--- src/rtl/outputc_vc.sv ---
`default_nettype none
// ============================================================================
// outputc_vc : output-channel controller -- link register, per-VC credit
//              counters and per-VC lock FSM (checker: OUTPUTC_VC_CHK_EN)
// Revision   : 1.0
// ============================================================================
module outputc_vc #(
  parameter  int VCH_N     = 2,
  parameter  int FLIT_W    = 64,
  parameter  int BUF_DEPTH = 4,
  parameter  int PKT_LEN   = 4,
  parameter  int RDY_PKT   = 1,
  localparam int VCH_W     = (VCH_N > 1) ? $clog2(VCH_N) : 1,
  localparam int CNT_W     = $clog2(BUF_DEPTH + 1)
) (
  input  logic              clk,
  input  logic              rst,
  input  logic              in_valid,
  input  logic [VCH_W-1:0]  in_vch,
  input  logic [FLIT_W-1:0] in_data,
  input  logic [VCH_N-1:0]  cred_i,
  input  logic [VCH_N-1:0]  lck_i,
  output logic              out_valid,
  output logic [VCH_W-1:0]  out_vch,
  output logic [FLIT_W-1:0] out_data,
  output logic [VCH_N-1:0]  rdy_o,
  output logic [VCH_N-1:0]  lck_o
`ifdef OUTPUTC_VC_CHK_EN
  ,
  output logic [VCH_N-1:0]  err_o
`endif
);

  localparam logic [1:0] C_HEADTAIL = 2'b00;
  localparam logic [1:0] C_HEAD     = 2'b01;
  localparam logic [1:0] C_TAIL     = 2'b11;

  typedef enum logic [1:0] {
    ST_IDLE  = 2'd0,
    ST_BUSY  = 2'd1,
    ST_DRAIN = 2'd2
  } state_t;

  logic              r_out_valid;
  logic [VCH_W-1:0]  r_out_vch;
  logic [FLIT_W-1:0] r_out_data;
  logic [1:0]        w_in_type;

  assign w_in_type = in_data[FLIT_W-1 -: 2];

  // No backpressure: an idle cycle clears the link register.
  always_ff @(posedge clk or posedge rst) begin
    if (rst) begin
      r_out_valid <= 1'b0;
      r_out_vch   <= '0;
      r_out_data  <= '0;
    end else if (in_valid) begin
      r_out_valid <= 1'b1;
      r_out_vch   <= in_vch;
      r_out_data  <= in_data;
    end else begin
      r_out_valid <= 1'b0;
      r_out_vch   <= '0;
      r_out_data  <= '0;
    end
  end

  assign out_valid = r_out_valid;
  assign out_vch   = r_out_vch;
  assign out_data  = r_out_data;

  for (genvar v = 0; v < VCH_N; v++) begin : g_vc
    logic             w_send;
    logic             w_cred;
    logic             w_held;
    logic [CNT_W-1:0] r_cnt;
    state_t           r_state;
    state_t           w_state_nxt;

    assign w_send = in_valid && (in_vch == VCH_W'(v));
    assign w_cred = cred_i[v];
    assign w_held = r_out_valid && (r_out_vch == VCH_W'(v));

    // Simultaneous send and credit cancel; both ends saturate.
    always_ff @(posedge clk or posedge rst) begin
      if (rst) begin
        r_cnt <= '0;
      end else if (w_send && !w_cred) begin
        if (r_cnt != CNT_W'(BUF_DEPTH)) r_cnt <= r_cnt + 1'b1;
      end else if (w_cred && !w_send) begin
        if (r_cnt != '0) r_cnt <= r_cnt - 1'b1;
      end
    end

    if (RDY_PKT != 0) begin : g_rdy_pkt
      assign rdy_o[v] = (BUF_DEPTH - int'(r_cnt)) >= PKT_LEN;
    end else begin : g_rdy_flit
      assign rdy_o[v] = int'(r_cnt) < BUF_DEPTH;
    end

    always_ff @(posedge clk or posedge rst) begin
      if (rst) r_state <= ST_IDLE;
      else     r_state <= w_state_nxt;
    end

    always_comb begin
      w_state_nxt = r_state;
      case (r_state)
        ST_IDLE: begin
          if (w_send && w_in_type == C_HEAD)          w_state_nxt = ST_BUSY;
          else if (w_send && w_in_type == C_HEADTAIL) w_state_nxt = ST_DRAIN;
        end
        ST_BUSY: begin
          if (w_send && w_in_type == C_TAIL) w_state_nxt = ST_DRAIN;
        end
        ST_DRAIN: begin
          // Release only once the last flit has left the link register.
          if (!lck_i[v] && !w_held && !w_send) w_state_nxt = ST_IDLE;
        end
        default: w_state_nxt = ST_IDLE;
      endcase
    end

    assign lck_o[v] = (r_state != ST_IDLE);

`ifdef OUTPUTC_VC_CHK_EN
    logic w_ovf;
    logic w_udf;
    logic w_proto;
    logic r_err;

    assign w_ovf   = w_send && (r_cnt == CNT_W'(BUF_DEPTH));
    assign w_udf   = w_cred && !w_send && (r_cnt == '0);
    assign w_proto = w_send &&
                     (((r_state == ST_IDLE) && w_in_type[1]) ||
                      ((r_state == ST_DRAIN) && !w_in_type[1]));

    always_ff @(posedge clk or posedge rst) begin
      if (rst)                           r_err <= 1'b0;
      else if (w_ovf || w_udf || w_proto) r_err <= 1'b1;
    end

    assign err_o[v] = r_err;

`ifndef SYNTHESIS
    always @(posedge clk) begin
      if (!rst && (w_ovf || w_udf || w_proto))
        $error("outputc_vc: VC %0d ovf=%0b udf=%0b proto=%0b", v, w_ovf, w_udf, w_proto);
    end
`endif
`endif
  end

endmodule
`default_nettype wire
--- config.mk ---
export PLATFORM = sky130hd
export DESIGN_NAME = outputc_vc
export DESIGN_NICKNAME = d
export VERILOG_FILES = /design/src/rtl/outputc_vc.sv
export SDC_FILE = /design/constraint.sdc
export NUM_CORES = 1
export LEC_CHECK = 0
export CORE_MARGIN = 5
export CORE_UTILIZATION = 31
export DETAILED_ROUTE_END_ITERATION = 10
export PLACE_DENSITY = 0.65
export SLEW_MARGIN = 20
export SYNTH_ARGS = -nofsm -noshare
export SYNTH_HDL_FRONTEND = slang
export SYNTH_SLANG_ARGS = --single-unit
--- constraint.sdc ---
create_clock -name clk -period 8.2 [get_ports clk]
set_input_delay 2.05 -clock clk [delete_from_list [all_inputs] [get_ports clk]]
set_output_delay 2.05 -clock clk [all_outputs]
set_load 0.01 [all_outputs]
After elaboration in Yosys (flattened, before gate mapping) --
Index checks and enable logic that the tools add are counted.
Word-level totals: bits in registers 76, word-level logic and storage cells 95, input bits 72, output and inout bits 70
Operators by class: equal/unequal tests 16, reductions and logical operators 41, multiplexer cells 21, bitwise logic cells 2, add/sub/neg operators 6, $lt $le $gt $ge 2
Operator list (count):
- 64-bit 2-to-1 mux | 1
- 3-bit 2-to-1 mux | 8
- 1-bit logical AND | 18
- 2-bit 2-to-1 mux | 8
- 3-bit != test (second input constant) | 4
- 2-bit case mux with 3 select lines | 2
- 3-bit AND reduction | 4
- 2-bit nonzero test | 6
- 4-bit greater-or-equal comparator (second input constant) | 2
- 1-bit zero test | 8
- 2-bit != test (second input constant) | 4
- 3-bit by 3-bit subtractor with 4-bit output (first input constant) | 2
- 3-bit by 1-bit adder with 3-bit output (second input constant) | 2
- 2-bit by 1-bit == test with 1-bit output (second input constant) | 3
- 2-bit == test (second input constant) | 3
- 2-bit zero test | 3
- 3-bit nonzero test | 2
- 3-bit by 1-bit subtractor with 3-bit output (second input constant) | 2
- 2-bit by 1-bit != test with 1-bit output (second input constant) | 2
- 1-bit 2-to-1 mux | 2
- 1-bit inverter | 2

Depth between registers and ports, before layout --
Gate-level depths: netlist (run 1).
depth after elaboration 7, mapped depth 7, mapped depth without buffers 7

Least setup slack after synthesis (run 1) --
No wires, ideal clock.
kind flip-flop to output port, start point reg g_vc[0].r_cnt[0], end point out rdy_o[0], data required time 6.150 ns, arrival time 1.045 ns, setup slack 5.105 ns, cell stages (with the launch flop) 4, path buffers 0, cell sequence dfrtp_1 -> nor2_1 -> ha_1 -> o21ba_2
On the way: longest elaborated chain between the ends 2
Ends and longest elaborated chain:
- start: declaration | line 76 | logic [CNT_W-1:0] r_cnt;
- start signal: assignment | line 89 | if (r_cnt != CNT_W'(BUF_DEPTH)) r_cnt <= r_cnt + 1'b1;
- start signal: assignment | line 91 | if (r_cnt != '0) r_cnt <= r_cnt - 1'b1;
- 3-bit by 3-bit subtractor with 4-bit output | line 96 | assign rdy_o[v] = (BUF_DEPTH - int'(r_cnt)) >= PKT_LEN;
- 4-bit greater-or-equal comparator | line 96
- end: declaration | line 26 | output logic [VCH_N-1:0] rdy_o,
Every way passes these cells.

Worst setup path after layout (run 1) --
Ends and elaborated chain as after synthesis.

==> out/qor.yml, run 1 <==
async_reset_ff_frac: 1.000
n_fill_cell: 800
fmax_mhz: 250.1
clk_pin_slew_ps: 70
setup-tns-final_ps: 0
synthFlopType: "dfrtp_1"
grt_pass1_vias: 2203
final_layout_size_suffix_gt1_frac: 0.06799
area_growth_pct: 64.03
grt_setup_unrepaired: "no"
pwr-share-seq: 0.450
clk_path_buf_depth: 2
die_h_microns: 104.1
grt_use_total: 0.1255
die_w_microns: 104.1
synthCells: 202
cp.arrival_ps: 1950
crit_type: "register to output port"
ir_drop_uv: 94.61
antenna_found_initial: 0
worst_hold_slack_ps: 471.8
worstMarginPinSlew_ps: 899.2
wl_per_cell_microns: 14.28
powerDensity_mw_per_mm2: 215.8
place_area_sq_mm: 0.004272
leakagePower_nw: 1.974
synthTopCellsByCount: "dfrtp_1, and2_1, nor2_1"
htreeDepth: 3
regArea_sq_mm: 0.001902
cts_resized: 0
netlist.top_cell.by_area: "dfrtp_1"
holdBufCountCts: 0
synth-seq-cells: 76
cp.required_ps: 6150
drt_wl_total_mm: 6.585
antenna_cells: 0
port_buffers: 141
gp_congestion: 0.7334
gr-total-overflow: 0
cts_root_buf: "clkbuf_8"
p_switching_mw: 0.2403
cts_inserted_buffers: 9
grt_pass1_wl_mm: 11.05
yosysWarnings: 0
p_clk_frac: 0.316
vias: 1979
crit_fanout: 3
drt_iter0_drc: 38
initial_core_util: 0.3166
hold_violations: 0
yosysUniqueCellTypes: 28
yosysMostFrequentCell: "dfrtp_1"
core_area_sq_mm: 0.008678
hold_path.class: "register to register"
numClockSinks: 76
finalCritPeriodShare: 0.4877
die_area_sq_mm: 0.01085
status: "finished clean"
cp-end-kind: "output port"
hpwl_mm: 4.887
ios: 142
yosysSeqAreaShare: 0.6922
synth_edf_count: 0
post-route-util: 0.5193
postCtsSetupRepairBufs: 0
synth.cell_area_sq_mm: 0.002748
p_sw_frac: 0.2472
synth_area_per_cell_sq_um: 13.60
synthesis.nets: 280
grt_max_degree: 77
final_antenna_net_count: 0
drv_slew: 0
insertion_delay_ps: 330
design_area_sq_mm: 0.004507
period_minus_slack_ps: 3999
fin_nets: 427
cp-start-kind: "register"
tritoncts: "yes"
comb_power_share: 0.234
synthTopCellsByArea: "dfrtp_1, and2_1, ha_1"
cap_violations: 0
routed_via_density: 4.293
slew_headroom: 0.4005
drc: 0
drt_pre_antenna_iters: 4
p_int_mw: 0.7321
finClkSkew_ps: 9.952
multi_input_area_sq_um: 800.8
yosysTopAreaCellShare: 0.6922
setup-violations-final: 0
rows: 34
## flip-flops by register name, indices dropped and copies added, names as in the netlist
| name | cells |
|---|---|
| out_valid | 1 |
| out_vch | 1 |
| out_data | 64 |
| g_vc.r_cnt | 6 |
| g_vc.r_state | 4 |
## worst max-delay path, stage by stage, from the launching register on
cell and delay [ps]:
dfrtp_1 410, nor2_1 200, ha_1 260, o21ba_2 230, clkdlybuf4s50_1 520
## final timing paths
kind	from	endpoint	slack, ps	cells after the start
worst max-delay path	g_vc[0].r_cnt[0]	rdy_o[0]	4200	4
worst min-delay path	g_vc[0].r_state[1]	g_vc[0].r_state[0]	470	1
worst max register to register	g_vc[1].r_cnt[0]	g_vc[1].r_cnt[1]	6540	5
worst min register to register	g_vc[0].r_state[1]	g_vc[0].r_state[0]	470	1
max in group asynchronous	rst	g_vc[0].r_state[0]	5490	4
min in group asynchronous	rst	out_data[43]	2130	3
## cell usage in the layout (no fill, tap or decap), types with 3 or more instances in the layout
cell type,count
a21oi_1,3
and2_1,64
clkbuf_8,10
clkdlybuf4s50_1,140
dfrtp_1,76
ha_1,6
inv_1,3
nor2_1,8
xnor2_1,6
## cells by family after synthesis
group | after synthesis | share of synthesized area
xor gates and xnor gates | 6 | 0.01913
AOI/OAI and AO/OA | 14 | 0.03916
and+or+nand+nor | 86 | 0.1976
DFF | 76 | 0.6922
buffers and inverters | 12 | 0.01639
muxes | 2 | 0.008196
adders and majority gates | 6 | 0.02732
## power by group through the flow
stage	combinational [mW]	clock, mW	sequential (mW)
2_1_floorplan	0.107	0	0.450
3_3_place_gp	0.225	0	0.444
3_5_place_dp	0.233	0	0.445
4_1_cts	0.234	0.318	0.438
5_1_grt	0.256	0.333	0.443
6_report	0.228	0.307	0.438
## through the flow
stage / std cells / setup WS (ps) / power, mW
global placement: 445 / 4140 / 0.6692
detailed placement: 445 / 4061 / 0.6777
finish: 461 / 4201 / 0.9724
global route: 461 / 4054 / 1.033
floorplan: 202 / 4212 / 0.5571
CTS: 460 / 4154 / 0.9898
## layer usage
| metal | share of wire | track usage |
|---|---|---|
| met1 | 0.38 | 0.1353 |
| met2 | 0.51 | 0.2104 |
| met3 | 0.10 | 0.05897 |
| met4 | 0.018 | 0.05365 |
| met5 | 0 | 0 |
## cell type report
cell class | count | area share
clock inverter | 4 | 0.01638
timing repair buffer | 143 | 0.3182
inverter | 5 | 0.004442
sequential | 76 | 0.4220
tap | 108 | 0.02998
clock buffer | 11 | 0.03137
multi-input combinational | 114 | 0.1777
Power figures use the tool's default switching activity.
==> run 2, diff against run 1 <==
==> constraint.sdc (replaced) <==
create_clock -name clk -period 3.7 [get_ports clk]
set_input_delay 0.925 -clock clk [delete_from_list [all_inputs] [get_ports clk]]
set_output_delay 0.925 -clock clk [all_outputs]
set_load 0.01 [all_outputs]
==> run 2 against run 1 <==
Compared with the run above:
- via count rose by 0.66%
- first-iteration DRC count rose by 34%
- core utilization about the same
- die area is the same
- count of clock-buffer cells in the layout did not move
- flip-flop and latch count did not move
- clock skew down 4.7 ps
- global-route usage up 0.46 points
- critical path type unchanged
==> out/qor.yml, run 2 (same netlist as run 1, synthesis figures left out) <==
status: "finished clean"
drt_wl_total_mm: 6.779  # +2.9%
area_growth_pct: 64.07  # about the same
grt_setup_unrepaired: "no"
largest_register_ffs: 64  # unchanged
fin_nets: 427  # unchanged
crit_type: "register to output port"
routed_via_density: 4.312  # +0.44%
final_cell_mix: "clkdlybuf4s50_1, dfrtp_1, and2_1"
cp.required_ps: 2770  # -3380 ps
tritoncts: "yes"
holdBufCountCts: 0  # unchanged
slew_headroom: 0.6276  # +0.2271
cp.arrival_ps: 1980  # +30 ps
drv_slew: 0  # unchanged
setup-tns-final_ps: 0  # unchanged
hold_violations: 0  # unchanged
die_w_microns: 104.1  # unchanged
gr-total-overflow: 0  # unchanged
drt_iter0_drc: 51  # +34%
crit_fanout: 3  # unchanged
cp-end-kind: "output port"
insertion_delay_ps: 340  # about the same
setup-violations-final: 0  # unchanged
drt_pre_antenna_iters: 4  # unchanged
period_minus_slack_ps: 2901
cts_inserted_buffers: 9  # unchanged
wl_per_cell_microns: 14.67  # +2.7%
gp_congestion: 0.6945  # -5.3%
cts_resized: 0  # unchanged
port_buffers: 141  # unchanged
powerDensity_mw_per_mm2: 479.1  # +120%
numClockSinks: 76  # unchanged
drc: 0  # unchanged
grt_pass1_vias: 2180  # -1.0%
ir_drop_uv: 189.5  # +100%
hold_path.class: "register to register"
finalCritPeriodShare: 0.7840
final_layout_size_suffix_gt1_frac: 0.06780  # -0.0001921
vias: 1992  # +0.66%
antenna_cells: 0  # unchanged
hpwl_mm: 5.106  # +4.5%
antenna_found_initial: 0  # unchanged
grt_pass1_wl_mm: 11.30  # +2.2%
die_area_sq_mm: 0.01085  # unchanged
postCtsSetupRepairBufs: 0  # unchanged
cap_violations: 0  # unchanged
clk_pin_slew_ps: 80  # about the same
finClkSkew_ps: 5.227  # -4.725 ps
layout_commonest_cell: "clkdlybuf4s50_1"
worstMarginPinSlew_ps: 558.0  # -341.2 ps
leakagePower_nw: 1.969  # -0.27%
core_area_sq_mm: 0.008678  # unchanged
clk_path_buf_depth: 2  # unchanged
htreeDepth: 3  # unchanged
grt_use_total: 0.1301  # +0.004636
grt_max_degree: 47  # -39%
cts_root_buf: "clkbuf_8"
cp-start-kind: "register"
fmax_mhz: 344.7
ios: 142  # unchanged
die_h_microns: 104.1  # unchanged
post-route-util: 0.5195  # about the same
rows: 34  # unchanged
initial_core_util: 0.3166  # unchanged
final_antenna_net_count: 0  # unchanged
## run 2: worst paths after layout
path                                    start  cells past startpoint  slack, ps                 end
setup / recovery             g_vc[0].r_cnt[0]                      4        800            rdy_o[0]
hold / removal             g_vc[1].r_state[1]                      1        470  g_vc[1].r_state[0]
setup reg to reg             g_vc[1].r_cnt[1]                      5       2000    g_vc[1].r_cnt[1]
hold reg to reg            g_vc[1].r_state[1]                      1        470  g_vc[1].r_state[0]
max in group asynchronous                 rst                      3       2110        out_data[17]
min in group asynchronous                 rst                      2        950        out_data[11]
## run 2: stage by stage
stage          worst slack, ps  total power, mW  instances  hold WS [ps]  cell area (sq um)
5_1_grt                  662.8            2.300        462         502.0               4508
2_1_floorplan            836.7            1.235        202         430.7               2748
4_1_cts                  764.8            2.201        462         473.4               4508
6_report                 799.3            2.160        462         471.7               4508
3_3_place_gp              1035            1.487        446         453.6               4292
3_5_place_dp             960.4            1.508        446         457.1               4292
## run 2: layer usage
| layer | vias up | global-route usage | share of wire |
|---|---|---|---|
| met5 | - | 0 | 0 |
| met4 | 0 | 0.02775 | 0.0089 |
| met3 | 6 | 0.08132 | 0.11 |
| met2 | 82 | 0.2209 | 0.52 |
| met1 | 963 | 0.1370 | 0.37 |
| li1 | 941 | - | - |
## run 2: where the power goes
part	switching (mW)	internal, mW	leakage (nW)	total (mW)
Combinational	0.195	0.315	0.894	0.510
Sequential	0.0578	0.914	0.971	0.972
Clock	0.294	0.384	0.104	0.678
## run 2: final cells by class
cell class	instances	area [sq um]
Timing Repair Buffer	143	1434
Multi-Input combinational cell	114	800.8
Fill cell	767	4170
Clock inverter	5	85.08
Inverter	5	20.02
Tap cell	108	135.1
Sequential cell	76	1902
Clock buffer	11	131.4
## run 2: critical path, cell delays in order (launching register included)
cell and delay [ps]:
dfrtp_1 410, nor2_1 220, ha_1 270, o21ba_2 220, clkdlybuf4s50_1 520
==> run 3, diff against run 2 <==
==> constraint.sdc (replaced) <==
create_clock -name clk -period 2.7 [get_ports clk]
set_input_delay 0.675 -clock clk [delete_from_list [all_inputs] [get_ports clk]]
set_output_delay 0.675 -clock clk [all_outputs]
set_load 0.01 [all_outputs]
==> run 3 against run 2 <==
Compared with the run above:
- global-route usage grew 0.24 points
- largest power group unchanged
- power rose by 38%
- cell area rose by 0.42%
- count of clock-buffer cells in the layout unchanged
- worst hold slack worse by 3.7 ps
- largest cell class unchanged
- critical path depth did not move
- flip-flop and latch count did not move
- register-to-register slack got worse by 950 ps
==> out/qor.yml, run 3 (same netlist as run 1, synthesis figures left out) <==
drv_slew: 0  # unchanged
slew_headroom: 0.7163  # +0.08870
comb_power_share: 0.235  # about the same
final_cell_mix: "clkdlybuf4s50_1, dfrtp_1, and2_1"
antenna_found_initial: 0  # unchanged
final_antenna_net_count: 0  # unchanged
die_w_microns: 104.1  # unchanged
regToRegStartpoint: "g_vc[1].r_cnt[0]"
clk_pin_slew_ps: 80  # about the same
htreeDepth: 3  # unchanged
grt_use_total: 0.1325  # +0.002367
gp_congestion: 0.7912  # +14%
p_switching_mw: 0.7429  # +36%
post-route-util: 0.5216  # +0.002162
crit_type: "register to output port"
setup-tns-final_ps: 0  # unchanged
numClockSinks: 76  # unchanged
cp-endpoint: "rdy_o[0]"
p_clk_frac: 0.315  # about the same
gr-usage-met3: 0.05711  # -0.02421
busiest_layer: "met2"
fin_nets: 429  # +0.47%
cap_violations: 0  # unchanged
period_minus_slack_ps: 2584
drt_iter0_drc: 47  # -7.8%
finalWorstSetupSlack_ps: 116.3  # -683.0 ps
timing.rr.end: "g_vc[1].r_cnt[1]"
wl_per_cell_microns: 14.72  # +0.31%
crit_fanout: 3  # unchanged
dp_slack_ps: 262.9  # -697.5 ps
cp.arrival_ps: 1910  # -70 ps
drt_pre_antenna_iters: 4  # unchanged
hold_depth: 1  # unchanged
vias: 1982  # -0.50%
setup-violations-final: 0  # unchanged
grtUsageMet2: 0.2204  # -0.0004554
core_area_sq_mm: 0.008678  # unchanged
port_buffers: 141  # unchanged
largest_register_ffs: 64  # unchanged
final_cells: 463  # +0.22%
ios: 142  # unchanged
multi_input_area_sq_um: 805.8  # +0.63%
gr-total-overflow: 0  # unchanged
pwr-share-seq: 0.450  # about the same
cp-end-kind: "output port"
layout_commonest_cell: "clkdlybuf4s50_1"
drt_wl_total_mm: 6.815  # +0.53%
routed_via_density: 4.281  # -0.72%
regArea_sq_mm: 0.001902  # unchanged
grt_pass1_vias: 2217  # +1.7%
finClkSkew_ps: 9.376  # +4.149 ps
initial_core_util: 0.3166  # unchanged
clk_path_buf_depth: 2  # unchanged
tritoncts: "yes"
r2r_slack_ps: 1050  # -950 ps
n_fill_cell: 786  # +2.5%
dp_cells: 448  # +0.45%
ir_drop_uv: 256.8  # +35%
rr_worst_depth: 5  # unchanged
antenna_cells: 0  # unchanged
area_growth_pct: 64.75
die_h_microns: 104.1  # unchanged
cp.required_ps: 2030  # -740 ps
finalCritPeriodShare: 0.9569
p_sw_frac: 0.2499  # -0.003299
final_layout_size_suffix_gt1_frac: 0.07887  # +0.01108
status: "finished clean"
drc: 0  # unchanged
grt_use_met1: 0.1494  # +0.01232
hpwl_mm: 5.188  # +1.6%
postCtsSetupRepairBufs: 0  # unchanged
cts_root_buf: "clkbuf_8"
cts_inserted_buffers: 9  # unchanged
cp-start-kind: "register"
insertion_delay_ps: 330  # about the same
grt_setup_unrepaired: "no"
rows: 34  # unchanged
worstMarginPinSlew_ps: 425.1  # -132.9 ps
hold_path.class: "register to register"
die_area_sq_mm: 0.01085  # unchanged
grt_pass1_wl_mm: 11.50  # +1.8%
worstSetupStartpoint: "g_vc[0].r_cnt[0]"
hold_violations: 0  # unchanged
holdBufCountCts: 0  # unchanged
leakagePower_nw: 1.984  # +0.75%
grt_max_degree: 40  # -15%
fmax_mhz: 387.0
powerDensity_mw_per_mm2: 656.7  # +37%
p_int_mw: 2.230  # +38%
-- run 3: cell count changes in the layout (fill, tap and decap cells not counted) --
| cell | delta |
|---|---|
| buf_4 | +2 |
| nor2_1 | -2 |
| nor2_2 | +2 |
| clkbuf_1 | -1 |
| clkbuf_8 | +1 |
| clkinv_2 | +1 |
| clkinvlp_4 | -1 |
| inv_6 | -1 |
-- run 3: worst min-delay path by stage --
stage	slack (ps)	endpoint	startpoint
after floorplan	430	g_vc[1].r_state[0]	g_vc[1].r_state[1]
after global placement	460	g_vc[1].r_state[0]	g_vc[1].r_state[1]
after detailed placement	470	g_vc[0].r_state[0]	g_vc[0].r_state[1]
after CTS	460	g_vc[0].r_state[0]	g_vc[0].r_state[1]
after global routing	500	g_vc[0].r_state[0]	g_vc[0].r_state[1]
final	470	g_vc[0].r_state[0]	g_vc[0].r_state[1]
-- run 3: power groups by stage --
stage / sequential [mW] / combinational, mW / clock (mW)
final: 1.34 / 0.700 / 0.935
after global routing: 1.36 / 0.784 / 1.02
after CTS: 1.33 / 0.713 / 0.978
after detailed placement: 1.36 / 0.709 / 0
after global placement: 1.35 / 0.688 / 0
after floorplan: 1.37 / 0.325 / 0
-- run 3: cell type report --
| type | count | area share |
|---|---|---|
| well taps | 108 | 0.02985 |
| inverters | 5 | 0.004422 |
| clock buffers | 11 | 0.03123 |
| repair buffers | 145 | 0.3201 |
| clock inverters | 4 | 0.01631 |
| flip-flops and latches | 76 | 0.4201 |
| multi-input cells | 114 | 0.1780 |
-- run 3: timing repair --
item	CTS	global route
hold endpoints to repair	0	0
gates resized for setup	0	2
endpoints found under the setup margin	0	2
-- run 3: metrics by stage --
stage | hold slack (ps) | total power [mW] | cell area [sq um]
after global placement | 455.8 | 2.037 | 4307
final | 468.0 | 2.973 | 4527
after detailed placement | 466.9 | 2.064 | 4307
after floorplan | 430.7 | 1.692 | 2748
after CTS | 464.6 | 3.025 | 4522
after global routing | 496.3 | 3.162 | 4527
-- run 3: worst max-delay path, stage by stage, from the launching register on --
cell             delay [ps]
dfrtp_1                 410
nor2_2                  180
ha_1                    250
o21ba_2                 220
clkdlybuf4s50_1         520
-- run 3: metal layers --
layer / up-vias / part of all wire / wire length [microns]
li1: 949 / - / -
met1: 946 / 0.40 / 2698
met2: 79 / 0.51 / 3456
met3: 8 / 0.085 / 582
met4: 0 / 0.011 / 78
met5: - / 0 / 0
==> variant 1: new RTL, flow settings as in run 3 <==
Change the parameter `VCH_N` from 2 to 1.
--- a/src/rtl/outputc_vc.sv
+++ b/src/rtl/outputc_vc.sv
@@ -5,7 +5,7 @@
 // Revision   : 1.0
 // ============================================================================
 module outputc_vc #(
-  parameter  int VCH_N     = 2,
+  parameter  int VCH_N     = 1,
   parameter  int FLIT_W    = 64,
   parameter  int BUF_DEPTH = 4,
   parameter  int PKT_LEN   = 4,
Interface: changed (resized cred_i, lck_i, lck_o and rdy_o); port bits go from 142 to 138. No check against the original RTL was run, so the function may have changed too.
==> variant 1 against run 3 <==
- worst hold slack gained 1.4 ps
- critical path type unchanged
- power fell by 14%
- routed wire length decreased by 14%
- combinational power down 26%
- worst setup slack worse by 13 ps
- sequential cell count shrank 5
- area after synthesis down 11%
- synthesized cell count shrank 15%
- highest routed layer unchanged
- final area down 8.4%
==> variant 1: results (changes against run 3) <==
| Metric | Value |
|---|---|
| Status | `finished clean` |
| Routed wire length | `5870 µm (-14%)` |
| Worst R2R Setup Slack | `1210 ps (+160 ps)` |
| Fin Hold WS | `469 ps (+1.44 ps)` |
| First-pass GRT wire length | `9200 µm (-20%)` |
| Worst-case vdd ir drop | `0.000452 V (+76%)` |
| Launch point of the worst reg-to-reg path | `g_vc[0].r_cnt[1]` |
| HPWL Detailed | `4270 µm (-18%)` |
| Total track usage | `0.122 (-0.0103)` |
| Clock Pin Slew Worst Setup and Hold Paths | `roughly 70 ps` |
| Post-Place Setup Slack | `327 ps (+63.8 ps)` |
| Hold WC Path Type | `reg2reg` |
| Placer congestion estimate | `0.836 (+5.7%)` |
| Via count | `1738 (-12%)` |
| Most frequent cells after synthesis | `dfrtp_1, and2_1, buf_2` |
| I/O Buffers | `137 (-2.8%)` |
| Yosys cell types | `23 (-18%)` |
| Tightest Pin Transition | `466 ps (+41.3 ps)` |
| NumNets Final | `388 (-9.6%)` |
| Share of cells above drive strength 1 | `0.0781 (-0.000748)` |
| Clock skew | `6.19 ps (-3.19 ps)` |
| Worst R2R End | `g_vc[0].r_cnt[1]` |
| Synth area leaders | `dfrtp_1, and2_1, ha_1` |
| Crit-path max FO | `4 (+1)` |
| Leakage | `1.82 nW (-8.2%)` |
[variant 1: changes by cell type in the layout (fill, tap and decap cells not counted), moves of 3 or more]
cell,change
clkdlybuf4s50_1,-4
ha_1,-3
dfrtp_1,-5
nor2_1,-4
xnor2_1,-3
[variant 1: stage by stage]
stage,utilization,instances
final,0.537,422
after global routing,0.537,422
after CTS,0.536,422
after detailed placement,0.510,406
after global placement,0.510,406
after floorplan,-,172
[variant 1: cell type report]
| class | instances | area [µm²] | share of cell area |
|---|---|---|---|
| Clock buffer | 14 | 163 | 0.0392 |
| Clock inverter | 2 | 38.8 | 0.00935 |
| Inverter | 3 | 11.3 | 0.00271 |
| Multi-Input combinational cell | 91 | 637 | 0.154 |
| Sequential cell | 71 | 1780 | 0.428 |
| Tap cell | 102 | 128 | 0.0308 |
| Timing Repair Buffer | 139 | 1390 | 0.336 |
[variant 1: power breakdown]
group | switching (mW) | internal [mW]
clock | 0.364 | 0.481
sequential | 0.0507 | 1.15
combinational | 0.190 | 0.328
[variant 1: routing by layer]
layer	routed length, µm	GRT usage	share of wire	vias up
met5	0	0	0	-
li1	-	-	-	821
met3	535	0.0467	0.091	10
met1	2260	0.136	0.39	827
met4	101	0.0578	0.017	0
met2	2970	0.206	0.51	80
[variant 1: cell families after synthesis]
logic type	Yosys count	share of synthesized area
xor gates and xnor gates	3	0.0107
muxes	1	0.00611
AOI/OAI and AO/OA	6	0.0204
and+or+nand+nor	78	0.206
DFF	71	0.723
buffers and inverters	10	0.0183
adders and majority gates	3	0.0153
[variant 1: worst max-delay path by stage]
stage                           from                to  slack (ps)  cells after the start
floorplan                        rst  g_vc[0].r_cnt[0]         230                      1
global placement              in_vch  g_vc[0].r_cnt[2]         430                      8
CTS                 g_vc[0].r_cnt[1]             rdy_o          20                      4
detailed placement            in_vch  g_vc[0].r_cnt[2]         330                      8
finish              g_vc[0].r_cnt[1]             rdy_o         100                      4
global route        g_vc[0].r_cnt[1]             rdy_o          30                      4
[variant 1: worst reg2reg max path, cell delays in order, from the launching register on]
cell	delay [ps]
dfrtp_1	430
nor2_2	170
ha_1	230
nor4b_4	60
a21oi_2	170
mux2_4	310
==> variant 2: new RTL, config.mk and constraints of run 3 <==
Made on the original files. Re-encode `state_t` (3 states) as one-hot, 3 bits wide.
--- a/src/rtl/outputc_vc.sv
+++ b/src/rtl/outputc_vc.sv
@@ -35,10 +35,10 @@
   localparam logic [1:0] C_HEAD     = 2'b01;
   localparam logic [1:0] C_TAIL     = 2'b11;
 
-  typedef enum logic [1:0] {
-    ST_IDLE  = 2'd0,
-    ST_BUSY  = 2'd1,
-    ST_DRAIN = 2'd2
+  typedef enum logic [2:0] {
+    ST_IDLE  = 3'b001,
+    ST_BUSY  = 3'b010,
+    ST_DRAIN = 3'b100
   } state_t;
 
   logic              r_out_valid;
Check against the original RTL: same outputs for any inputs over 10 cycles, from zero or initial values and one cycle with rst high; not proved beyond that.
==> variant 2 against run 3 <==
- count of clock-buffer cells in the layout decreased by 1
- worst setup slack lost 29 ps
- area after synthesis rose by 5.8%
- sequential cell count increased by 2
- sequential share of layout area up 0.28 points
- routed wire length rose by 4.1%
- global-route usage down 0.20 points
- synthesized cell count rose by 7.4%
- core utilization decreased by 1.9 points
- final area up 2.1%
- power shrank 8.4%
- sequential power about the same
- critical path type unchanged
- critical endpoint unchanged
- largest cell class unchanged
==> variant 2: results (changes against run 3) <==
| Metric | Value |
|---|---|
| Slowest-stage cell, CP | `clkdlybuf4s50_1` |
| Clock Pin Slew Worst Setup and Hold Paths | `80 ps (about the same)` |
| Worst-case vdd ir drop | `0.000258 V (+0.38%)` |
| Htree depth | `3 (unchanged)` |
| Clock skew | `8.51 ps (-0.864 ps)` |
| Rel. slew slack | `0.730 (+0.0142)` |
| Status | `finished clean` |
| Fraction of power spent switching nets | `0.266 (+0.0165)` |
| Post-CTS Setup Bufs | `0 (unchanged)` |
| DRT met1 WL | `2550 µm (-5.7%)` |
| Asr flop ratio synth | `1.00 (unchanged)` |
| Grt total ovfl | `0 (unchanged)` |
| Crit-path max FO | `3 (unchanged)` |
| Ant. Diodes | `0 (unchanged)` |
| Max reg flops | `64 (unchanged)` |
| Initial antenna violation count | `0 (unchanged)` |
| Initial DRC Count | `56 (+19%)` |
| First-pass GRT wire length | `11400 µm (-0.60%)` |
| Share of cells above drive strength 1 | `0.0921 (+0.0133)` |
| Met3 Routed Length | `838 µm (+44%)` |
| Post-DRT Antenna Nets | `0 (unchanged)` |
| Synth Instances | `217 (+7.4%)` |
| Sequential area share after synthesis | `0.672 (-0.0198)` |
| Synth area leaders | `dfrtp_1, and2_1, ha_1` |
| Total track usage | `0.131 (-0.00200)` |
| Final Non-Filler Cells | `480 (+3.7%)` |
| Buffer depth of the longest clock path | `2 (unchanged)` |
| # fillers | `819 (+4.2%)` |
| Synth warn | `0 (unchanged)` |
| CP top delay family | `buffers and inverters` |
| NumNets Final | `443 (+3.3%)` |
| Hold WC Path Type | `reg2reg` |
| Net Count, Synth | `295 (+5.4%)` |
| Vias in the first global route | `2263 (+2.1%)` |
| Ys flop type | `dfrtp_1` |
| Worst stage delay on the critical path | `530 ps` |
| Met2 Wirelength | `3620 µm (+4.7%)` |
| HPWL Detailed | `5210 µm (+0.44%)` |
| I/O Buffers | `141 (unchanged)` |
| Placer congestion estimate | `0.797 (+0.76%)` |
| Leakage | `2.01 nW (+1.3%)` |
| Worst EP arrival | `1940 ps (+30 ps)` |
| Routed wire length | `7090 µm (+4.1%)` |
| Placed Cells | `465 (+3.8%)` |
| Largest net degree at the start of global routing | `79 (+98%)` |
| Uppermost layer routed | `met4` |
| Initial DRT Pass Iterations | `4 (unchanged)` |
| Yosys cell types | `36 (+29%)` |
| Via count | `2113 (+6.6%)` |
| CTS root buffer | `clkbuf_8` |
| Most frequent cells after synthesis | `dfrtp_1, and2_1, clkbuf_1, nor2_1` |
| Clock latency on the worst-skew pair | `roughly 340 ps` |
| Clock buffer count from CTS | `9 (unchanged)` |
## variant 2: layout make-up
class / instances / area [µm²] / share of cell area
timing repair buffer: 146 / 1460 / 0.315
clock inverter: 5 / 27.5 / 0.00596
tap: 111 / 139 / 0.0301
multi-input combinational: 126 / 900 / 0.195
inverter: 4 / 16.3 / 0.00352
sequential: 78 / 1950 / 0.423
clock buffer: 10 / 128 / 0.0276
## variant 2: metrics by stage
stage,total power [mW],util,hold WS [ps],setup slack (ps),cell area [µm²]
2_1_floorplan,1.68,-,457,33.3,2910
3_3_place_gp,2.00,0.485,479,273,4460
3_5_place_dp,2.02,0.485,497,179,4460
4_1_cts,2.78,0.502,512,12.5,4620
5_1_grt,2.90,0.502,541,-5.40,4620
6_report,2.72,0.502,512,87.6,4620
## variant 2: cell families (layout without fill, tap and decap cells)
kind of cell / count (synthesis) / count (layout) / share of synthesized area
AND/OR/NAND/NOR: 92 / 92 / 0.198
multiplexers: 4 / 4 / 0.0155
AO/OA/AOI/OAI: 18 / 18 / 0.0504
adder cells (fa/ha/maj): 6 / 6 / 0.0258
flip-flops: 78 / 78 / 0.672
XOR/XNOR: 6 / 6 / 0.0181
buffers and inverters: 13 / 165 / 0.0198
## variant 2: worst paths after layout
check,from,to,slack (ps),depth (start not counted)
min,g_vc[1].r_state[2],g_vc[1].r_state[1],510,1
min in group asynchronous,rst,out_data[58],730,3
max,g_vc[0].r_cnt[0],rdy_o[0],90,4
max in group asynchronous,rst,g_vc[1].r_state[0],1630,3
min reg2reg,g_vc[1].r_state[2],g_vc[1].r_state[1],510,1
max reg2reg,g_vc[1].r_cnt[0],g_vc[1].r_cnt[1],1060,5
## variant 2: layer usage
metal / GRT usage / vias up
li1: - / 995
met1: 0.134 / 1016
met2: 0.218 / 94
met3: 0.0843 / 8
met4: 0.0402 / 0
met5: 0 / -
## variant 2: timing repair
action	4_1_cts	5_1_grt
hold endpoints to repair	0	0
pin swaps	0	1
gates cloned	0	0
endpoints found under the setup margin	1	2
gates resized for setup	1	1
## variant 2: power groups by stage
stage / logic, mW / clock network (mW) / registers, mW
after floorplan: 0.302 / 0 / 1.38
after global placement: 0.645 / 0 / 1.36
after detailed placement: 0.660 / 0 / 1.36
after CTS: 0.667 / 0.767 / 1.34
after global routing: 0.719 / 0.824 / 1.36
final: 0.654 / 0.726 / 1.34
